File: src/rtl/cpu_types_pkg.sv
// Shared CPU types: data word, pipeline controller state and the
// per-cycle control bundle driven by pipeline_stall_ctrl.
package cpu_types_pkg;

  typedef logic [31:0] word_t;

  typedef enum logic [1:0] {
    RUN    = 2'b00,
    DWAIT  = 2'b01,
    HALTED = 2'b10
  } pipe_state_t;

  typedef struct packed {
    logic pc_en;
    logic ifid_en;
    logic idex_en;
    logic exmem_en;
    logic memwb_en;
    logic ifid_flush;
    logic idex_flush;
    logic exmem_flush;
    logic memwb_flush;
    logic dmem_ren;
    logic dmem_wen;
  } pipe_ctl_t;

  localparam word_t PERF_CNT_MAX = '1;

endpackage

File: src/rtl/pipe_perf_counter.sv
// Saturating 32-bit event counter; counts cycles with inc=1, sticks at
// all-ones, async active-low clear.
module pipe_perf_counter
  import cpu_types_pkg::*;
(
  input  logic  CLK,
  input  logic  nRST,
  input  logic  inc,
  output word_t count
);

  word_t r_count;

  // Count qualified events, holding at the maximum value
  always_ff @(posedge CLK or negedge nRST) begin
    if (!nRST) begin
      r_count <= '0;
    end else if (inc && (r_count != PERF_CNT_MAX)) begin
      r_count <= r_count + 32'd1;
    end
  end

  assign count = r_count;

endmodule

File: src/rtl/pipeline_stall_ctrl.sv
// Pipeline stall/flush controller for the 5-stage datapath.
// Turns hazard, memory handshake, branch and halt inputs into per-latch
// enables/flushes, PC enable and data-memory requests, combinationally
// from the registered state. Optional performance counters are built
// only when PIPE_PERF_EN is defined; otherwise stall_cnt/flush_cnt read 0.
module pipeline_stall_ctrl
  import cpu_types_pkg::*;
(
  input  logic  CLK,
  input  logic  nRST,
  input  logic  ihit,
  input  logic  dhit,
  input  logic  hazard_detected,
  input  logic  ex_mem_memread,
  input  logic  ex_mem_memwrite,
  input  logic  branch_taken,
  input  logic  mem_wb_halt,
  output logic  pc_en,
  output logic  ifid_en,
  output logic  idex_en,
  output logic  exmem_en,
  output logic  memwb_en,
  output logic  ifid_flush,
  output logic  idex_flush,
  output logic  exmem_flush,
  output logic  memwb_flush,
  output logic  dmem_ren,
  output logic  dmem_wen,
  output logic  halted,
  output word_t stall_cnt,
  output word_t flush_cnt
);

  pipe_state_t r_state;
  pipe_state_t w_state_nxt;
  pipe_ctl_t   w_ctl;
  logic        w_mem_pend;
  logic        w_skip_halt;

  assign w_mem_pend  = (ex_mem_memread | ex_mem_memwrite) & ~dhit;
  // On the dhit cycle that ends a data wait, evaluation resumes at the
  // branch rule, so a halt request is not considered in that cycle.
  assign w_skip_halt = (r_state == DWAIT) & dhit;

  // Controller state register
  always_ff @(posedge CLK or negedge nRST) begin
    if (!nRST) begin
      r_state <= RUN;
    end else begin
      r_state <= w_state_nxt;
    end
  end

  // Prioritised stall/flush decision and next-state selection
  always_comb begin
    w_ctl       = '0;
    w_state_nxt = r_state;
    if (!nRST) begin
      w_ctl.ifid_flush  = 1'b1;
      w_ctl.idex_flush  = 1'b1;
      w_ctl.exmem_flush = 1'b1;
      w_ctl.memwb_flush = 1'b1;
      w_state_nxt       = RUN;
    end else if (r_state == HALTED) begin
      w_state_nxt = HALTED;
    end else begin
      w_ctl.dmem_ren = ex_mem_memread;
      w_ctl.dmem_wen = ex_mem_memwrite;
      if (mem_wb_halt && !w_skip_halt) begin
        w_state_nxt = HALTED;
      end else if (w_mem_pend) begin
        w_ctl.memwb_en    = 1'b1;
        w_ctl.memwb_flush = 1'b1;
        w_state_nxt       = DWAIT;
      end else begin
        w_state_nxt    = RUN;
        w_ctl.pc_en    = 1'b1;
        w_ctl.ifid_en  = 1'b1;
        w_ctl.idex_en  = 1'b1;
        w_ctl.exmem_en = 1'b1;
        w_ctl.memwb_en = 1'b1;
        if (branch_taken) begin
          w_ctl.ifid_flush = 1'b1;
          w_ctl.idex_flush = 1'b1;
        end else if (hazard_detected) begin
          w_ctl.pc_en      = 1'b0;
          w_ctl.ifid_en    = 1'b0;
          w_ctl.idex_flush = 1'b1;
        end else if (!ihit) begin
          w_ctl.pc_en      = 1'b0;
          w_ctl.ifid_flush = 1'b1;
        end
      end
    end
  end

  assign pc_en       = w_ctl.pc_en;
  assign ifid_en     = w_ctl.ifid_en;
  assign idex_en     = w_ctl.idex_en;
  assign exmem_en    = w_ctl.exmem_en;
  assign memwb_en    = w_ctl.memwb_en;
  assign ifid_flush  = w_ctl.ifid_flush;
  assign idex_flush  = w_ctl.idex_flush;
  assign exmem_flush = w_ctl.exmem_flush;
  assign memwb_flush = w_ctl.memwb_flush;
  assign dmem_ren    = w_ctl.dmem_ren;
  assign dmem_wen    = w_ctl.dmem_wen;
  assign halted      = (r_state == HALTED);

`ifdef PIPE_PERF_EN
  logic w_stall_inc;
  logic w_flush_inc;

  assign w_stall_inc = nRST & (r_state != HALTED) & ~w_ctl.pc_en;
  assign w_flush_inc = nRST & (r_state != HALTED) & ~(mem_wb_halt & ~w_skip_halt)
                     & ~w_mem_pend & branch_taken;

  pipe_perf_counter u_stall_cnt (
    .CLK   (CLK),
    .nRST  (nRST),
    .inc   (w_stall_inc),
    .count (stall_cnt)
  );

  pipe_perf_counter u_flush_cnt (
    .CLK   (CLK),
    .nRST  (nRST),
    .inc   (w_flush_inc),
    .count (flush_cnt)
  );
`else
  assign stall_cnt = '0;
  assign flush_cnt = '0;
`endif

endmodule

File: config.mk
export PLATFORM = sky130hd
export DESIGN_NAME = pipeline_stall_ctrl
export DESIGN_NICKNAME = d
export VERILOG_FILES = /design/src/rtl/cpu_types_pkg.sv /design/src/rtl/pipe_perf_counter.sv /design/src/rtl/pipeline_stall_ctrl.sv
export SDC_FILE = /design/constraint.sdc
export NUM_CORES = 1
export LEC_CHECK = 0
export BUFFER_PORTS_ARGS = -buffer_cell sky130_fd_sc_hd__buf_2
export CORE_UTILIZATION = 29
export DETAILED_ROUTE_END_ITERATION = 12
export PLACE_DENSITY = 0.77
export SYNTH_ARGS = -nofsm -noshare
export SYNTH_HDL_FRONTEND = slang
export SYNTH_SLANG_ARGS = --single-unit
export TNS_END_PERCENT = 100
File: constraint.sdc
create_clock -name CLK -period 0.9 [get_ports CLK]
set_input_delay 0 -clock CLK [delete_from_list [all_inputs] [get_ports CLK]]
set_output_delay 0 -clock CLK [all_outputs]
set_load 0.02 [all_outputs]
# Word-level counts from Yosys, hierarchy flattened
# Cells that the tools add are included.
# W data, S select, Z words.
[totals] register_bits=2 input_bits=9 out_inout_bits=76 wordCells=33
[classes] eq_ne=2 mux=24 bitwise_logic=4 reduce_logical=2
[op_table] operator="$mux W2" count=8
[op_table] operator="$mux W7" count=2
[op_table] operator="$mux W1" count=11
[op_table] operator="$mux W5" count=1
[op_table] operator="$mux W4" count=1
[op_table] operator="$mux W3" count=1
[op_table] operator="$and A1 B1 Y1" count=2
[op_table] operator="$eq A2 B1 Y1 const B" count=1
[op_table] operator="$eq A2 B2 Y1 const B" count=1
[op_table] operator="$logic_and A1 B1 Y1" count=1
[op_table] operator="$logic_not A1 Y1" count=1
[op_table] operator="$not A1 Y1" count=1
[op_table] operator="$or A1 B1 Y1" count=1

# Depth between registers and ports, before layout
[logic_depth] ltp_word=7 ltp_mapped=4 ltp_nobuf=3

# Worst setup path after synthesis
# OpenSTA, ideal clock, no wires.
[synth_path] kind="flip-flop to output port" startpoint="register r_state[0]" endpoint="output idex_en" arrival_ns=1.200 t_required_ns=0.900 path_slack_ns=-0.300 stages_incl_launch_ff=5 path_buffers=1 path_cell_list="dfrtp_1 > inv_1 > o22a_2 > nor2_1 > buf_4"
[synth_via] elab_chain_len=7 word_cells_on_any_way=8 cone_classes="eq/ne (2); mux (3); bitwise (1); reduce/logical (2)"
[synth_lines] item="start, declared" line="pipeline_stall_ctrl.sv:34" source="pipe_state_t r_state;"
[synth_lines] item="start signal, assigned" line="pipeline_stall_ctrl.sv:50" source="r_state <= w_state_nxt;"
[synth_lines] item="$eq A2 B1 Y1" line="pipeline_stall_ctrl.sv:43" source="assign w_skip_halt = (r_state == DWAIT) & dhit;"
[synth_lines] item="$and A1 B1 Y1" line="pipeline_stall_ctrl.sv:43"
[synth_lines] item="$logic_not A1 Y1" line="pipeline_stall_ctrl.sv:69" source="if (mem_wb_halt && !w_skip_halt) begin"
[synth_lines] item="$logic_and A1 B1 Y1" line="pipeline_stall_ctrl.sv:69"
[synth_lines] item="$mux W7" line="pipeline_stall_ctrl.sv:69"
[synth_lines] item="$mux W7 (*)" line="pipeline_stall_ctrl.sv:64" source="end else if (r_state == HALTED) begin"
[synth_lines] item="$mux W5 (*)" line="pipeline_stall_ctrl.sv:58" source="if (!nRST) begin"
[synth_lines] item="end, declared" line="pipeline_stall_ctrl.sv:20" source="output logic idex_en,"
# Mark *: on every way between the ends. The rest lies on a longest branch, timed or not.

# Worst setup path after layout
[layout_path] startpoint="register r_state[0]" endpoint="output idex_flush"
[layout_via] elab_chain_len=7 word_cells_on_any_way=8 cone_classes="eq/ne (2); mux (3); bitwise (1); reduce/logical (2)"
[layout_lines] item="$eq A2 B1 Y1" line="pipeline_stall_ctrl.sv:43"
[layout_lines] item="$and A1 B1 Y1" line="pipeline_stall_ctrl.sv:43"
[layout_lines] item="$logic_not A1 Y1" line="pipeline_stall_ctrl.sv:69"
[layout_lines] item="$logic_and A1 B1 Y1" line="pipeline_stall_ctrl.sv:69"
[layout_lines] item="$mux W7" line="pipeline_stall_ctrl.sv:69"
[layout_lines] item="$mux W7 (*)" line="pipeline_stall_ctrl.sv:64"
[layout_lines] item="$mux W2 (*)" line="pipeline_stall_ctrl.sv:58"
[layout_lines] item="end, declared" line="pipeline_stall_ctrl.sv:24" source="output logic idex_flush,"
# Marks and branches as above.

==> impl_metrics.tcl <==
set metrics [dict create \
    status "complete, but fails checks" \
    violations "setup timing" \
    reg2reg_to "r_state[1]" \
    r2r-start "r_state[0]" \
    place_area_um2 631.9 \
    clock_sinks 2 \
    largest_reg_flops 2 \
    grt_pass1_wl_um 1407 \
    routed_wl_um 1034 \
    p_int_w 0.0003928 \
    area_growth_pct 19.25 \
    pwr-share-clk_pct 23.6 \
    critical_path_class "reg -> out" \
    max_stage_delay_ns 0.38 \
    start_kind "flip-flop" \
    io_buffers 20 \
    crit_family "compound AO/OA/AOI/OAI gates" \
    drc 0 \
    path_max_fanout 5 \
    cts.path.max_buffers 2 \
    first_pass_iters 2 \
    setup_slack_ns -0.3208 \
    fillers 246 \
    grt_setup_unrepaired "yes" \
    worstSetupStartpoint "r_state[0]" \
    die_width_um 50.05 \
    skew_ns 0.0005672 \
    finalCritPeriodShare_pct 135.6 \
    syn_area_um2 669.4 \
    antenna_left 0 \
    largest-register "r_state" \
    p_sw_w 0.0004421 \
    track_usage_pct 7.952 \
    die-area_um2 2505 \
    dp_slack_ns -0.1255 \
    final_util_pct 36.44 \
    grt_max_degree 9 \
    path_buf_inv 1 \
    crit_slowest_cell "dfrtp_1" \
    worstHoldStart "mem_wb_halt" \
    clk_pin_slew_ns 0.03 \
    power_density_nw_per_um2 1046 \
    required_ns 0.90 \
    clk_latency_ns 0.22 \
    coreArea_um2 2191 \
    cp_cell_sequence "a21boi_2, o22a_4, o21ai_2, buf_6" \
    p_comb_share_pct 64.0 \
    finalInstanceArea_um2 798.3 \
    r2r_slack_ns -0.17 \
    p_sw_share_pct 52.95 \
    ys.warnings.count 0 \
    end_kind "primary output" \
    total_power_w 0.0008350 \
    placed_cells 143 \
    wl_per_cell_um 6.893 \
    nets 133 \
    most-common-layout-cells "conb_1, buf_6, buf_2, buf_4" \
    ys_ff_latch 2 \
    start_util_pct 30.55 \
    reg_top3 "r_state (2)" \
    cts_tree "yes" \
    reg2regPathDepth 4 \
    maxCapViolations 0 \
    dp_hpwl_um 756.1 \
    finalWeightedCongestion 0.5791 \
    synth_cells 93 \
    die_h_um 50.05 \
    slew_violations 0 \
    avgSynthCellArea_um2 7.198 \
    fin_cells 150 \
    worst_hold_path.endpoint "r_state[0]" \
    final_common_cell "conb_1" \
    p_leak_nw 0.4640 \
    hold_viol_final 0 \
    peakVddDrop_mv 0.3736 \
    gr-total-overflow 0 \
    antenna_found_initial 0 \
    period_needed_ns 1.221 \
    root_buffer "clkbuf_4" \
    io_pins 85 \
    num_antenna_cells 0 \
    grt_pass1_vias 338 \
    htreeDepth 1 \
    fp-row-count 17 \
    dr_total_vias 475 \
    drt_iter0_drc 4 \
    worstPathArrival_ns 1.22 \
    numCtsBuffers 3 \
    viasPerCell 3.167 \
    max_freq_ghz 0.8191 \
    ys_seq_area_share_pct 7.477 \
    ys_types 14 \
    finalSetupViolations 13 \
    drive_above_1_share_pct 36.89 \
    seqPwrFrac_pct 12.4 \
    hp-class "in -> reg" \
    min_path_cells 3 \
]
[worst max-delay path by stage]
stage / to / slack, ns / cells past startpoint
floorplan: idex_en / -0.09 / 4
global placement: ifid_flush / -0.12 / 4
detailed placement: memwb_flush / -0.13 / 4
CTS: idex_flush / -0.33 / 4
global route: ifid_flush / -0.40 / 4
finish: idex_flush / -0.32 / 4
[metal layers]
layer	wire [µm]	vias to the layer above	global-route usage, %
li1	-	223	-
met1	342	210	8.242
met2	574	42	12.44
met3	117	0	1.852
met4	0	0	8.571
met5	0	-	0
[worst min-delay path, cell delays in order]
cell	delay, ns
buf_2	0.12
o22a_4	0.19
nor3_1	0.06
[Yosys cell counts]
master	instances	area, µm²
o22a_2	1	10.01
nand2_1	2	7.510
o21ai_0	5	25.02
o21bai_1	1	7.510
buf_4	65	488.0
conb_1	1	3.750
a21boi_1	1	7.510
nor2_1	4	15.01
a21oi_1	1	5.000
nor3_1	3	15.01
and3_1	2	12.51
inv_1	4	15.01
and2_2	1	7.510
dfrtp_1	2	50.05
[cell type report]
class | count | area [µm²] | share of cell area [%]
repair buffers | 27 | 231.5 | 29.00
inverters | 4 | 15.01 | 1.881
multi-input cells | 86 | 444.2 | 55.64
well taps | 28 | 35.03 | 4.389
clock buffers | 3 | 22.52 | 2.821
flip-flops and latches | 2 | 50.05 | 6.270
[power by group through the flow]
stage                     Sequential, W  Combinational (W)  Clock, W
after floorplan               0.0000998           0.000577         0
after CTS                      0.000103           0.000512  0.000209
after global routing           0.000105           0.000568  0.000229
after detailed placement       0.000101           0.000442         0
final                          0.000104           0.000534  0.000197
after global placement         0.000100           0.000440         0
[repair_timing]
item                       CTS  global route
gates cloned                 1             0
hold endpoints to repair     2             0
setup endpoints to repair   13            13
pin swaps                    3             6
hold buffers                 1             0
gates resized for setup     25             8
setup buffers                2             0
[per-stage QoR]
| step | TNS (ns) | hold slack [ns] |
|---|---|---|
| detailed placement | -1.065 | -0.07334 |
| floorplan | -0.4140 | -0.2956 |
| CTS | -3.459 | 0.1666 |
| global placement | -0.9495 | -0.05972 |
| global route | -4.187 | 0.1960 |
| finish | -3.301 | 0.1952 |
[cell families (layout without fill, tap and decap cells)]
family,count (synthesis),in the layout,share of synthesized area (%)
and+or+nand+nor,12,12,8.597
buffers and inverters,69,34,75.14
AOI/OAI and AO/OA,9,10,8.224
DFF,2,2,7.477
other,1,64,0.5602
No activity file was read; power rests on OpenSTA's default activity.
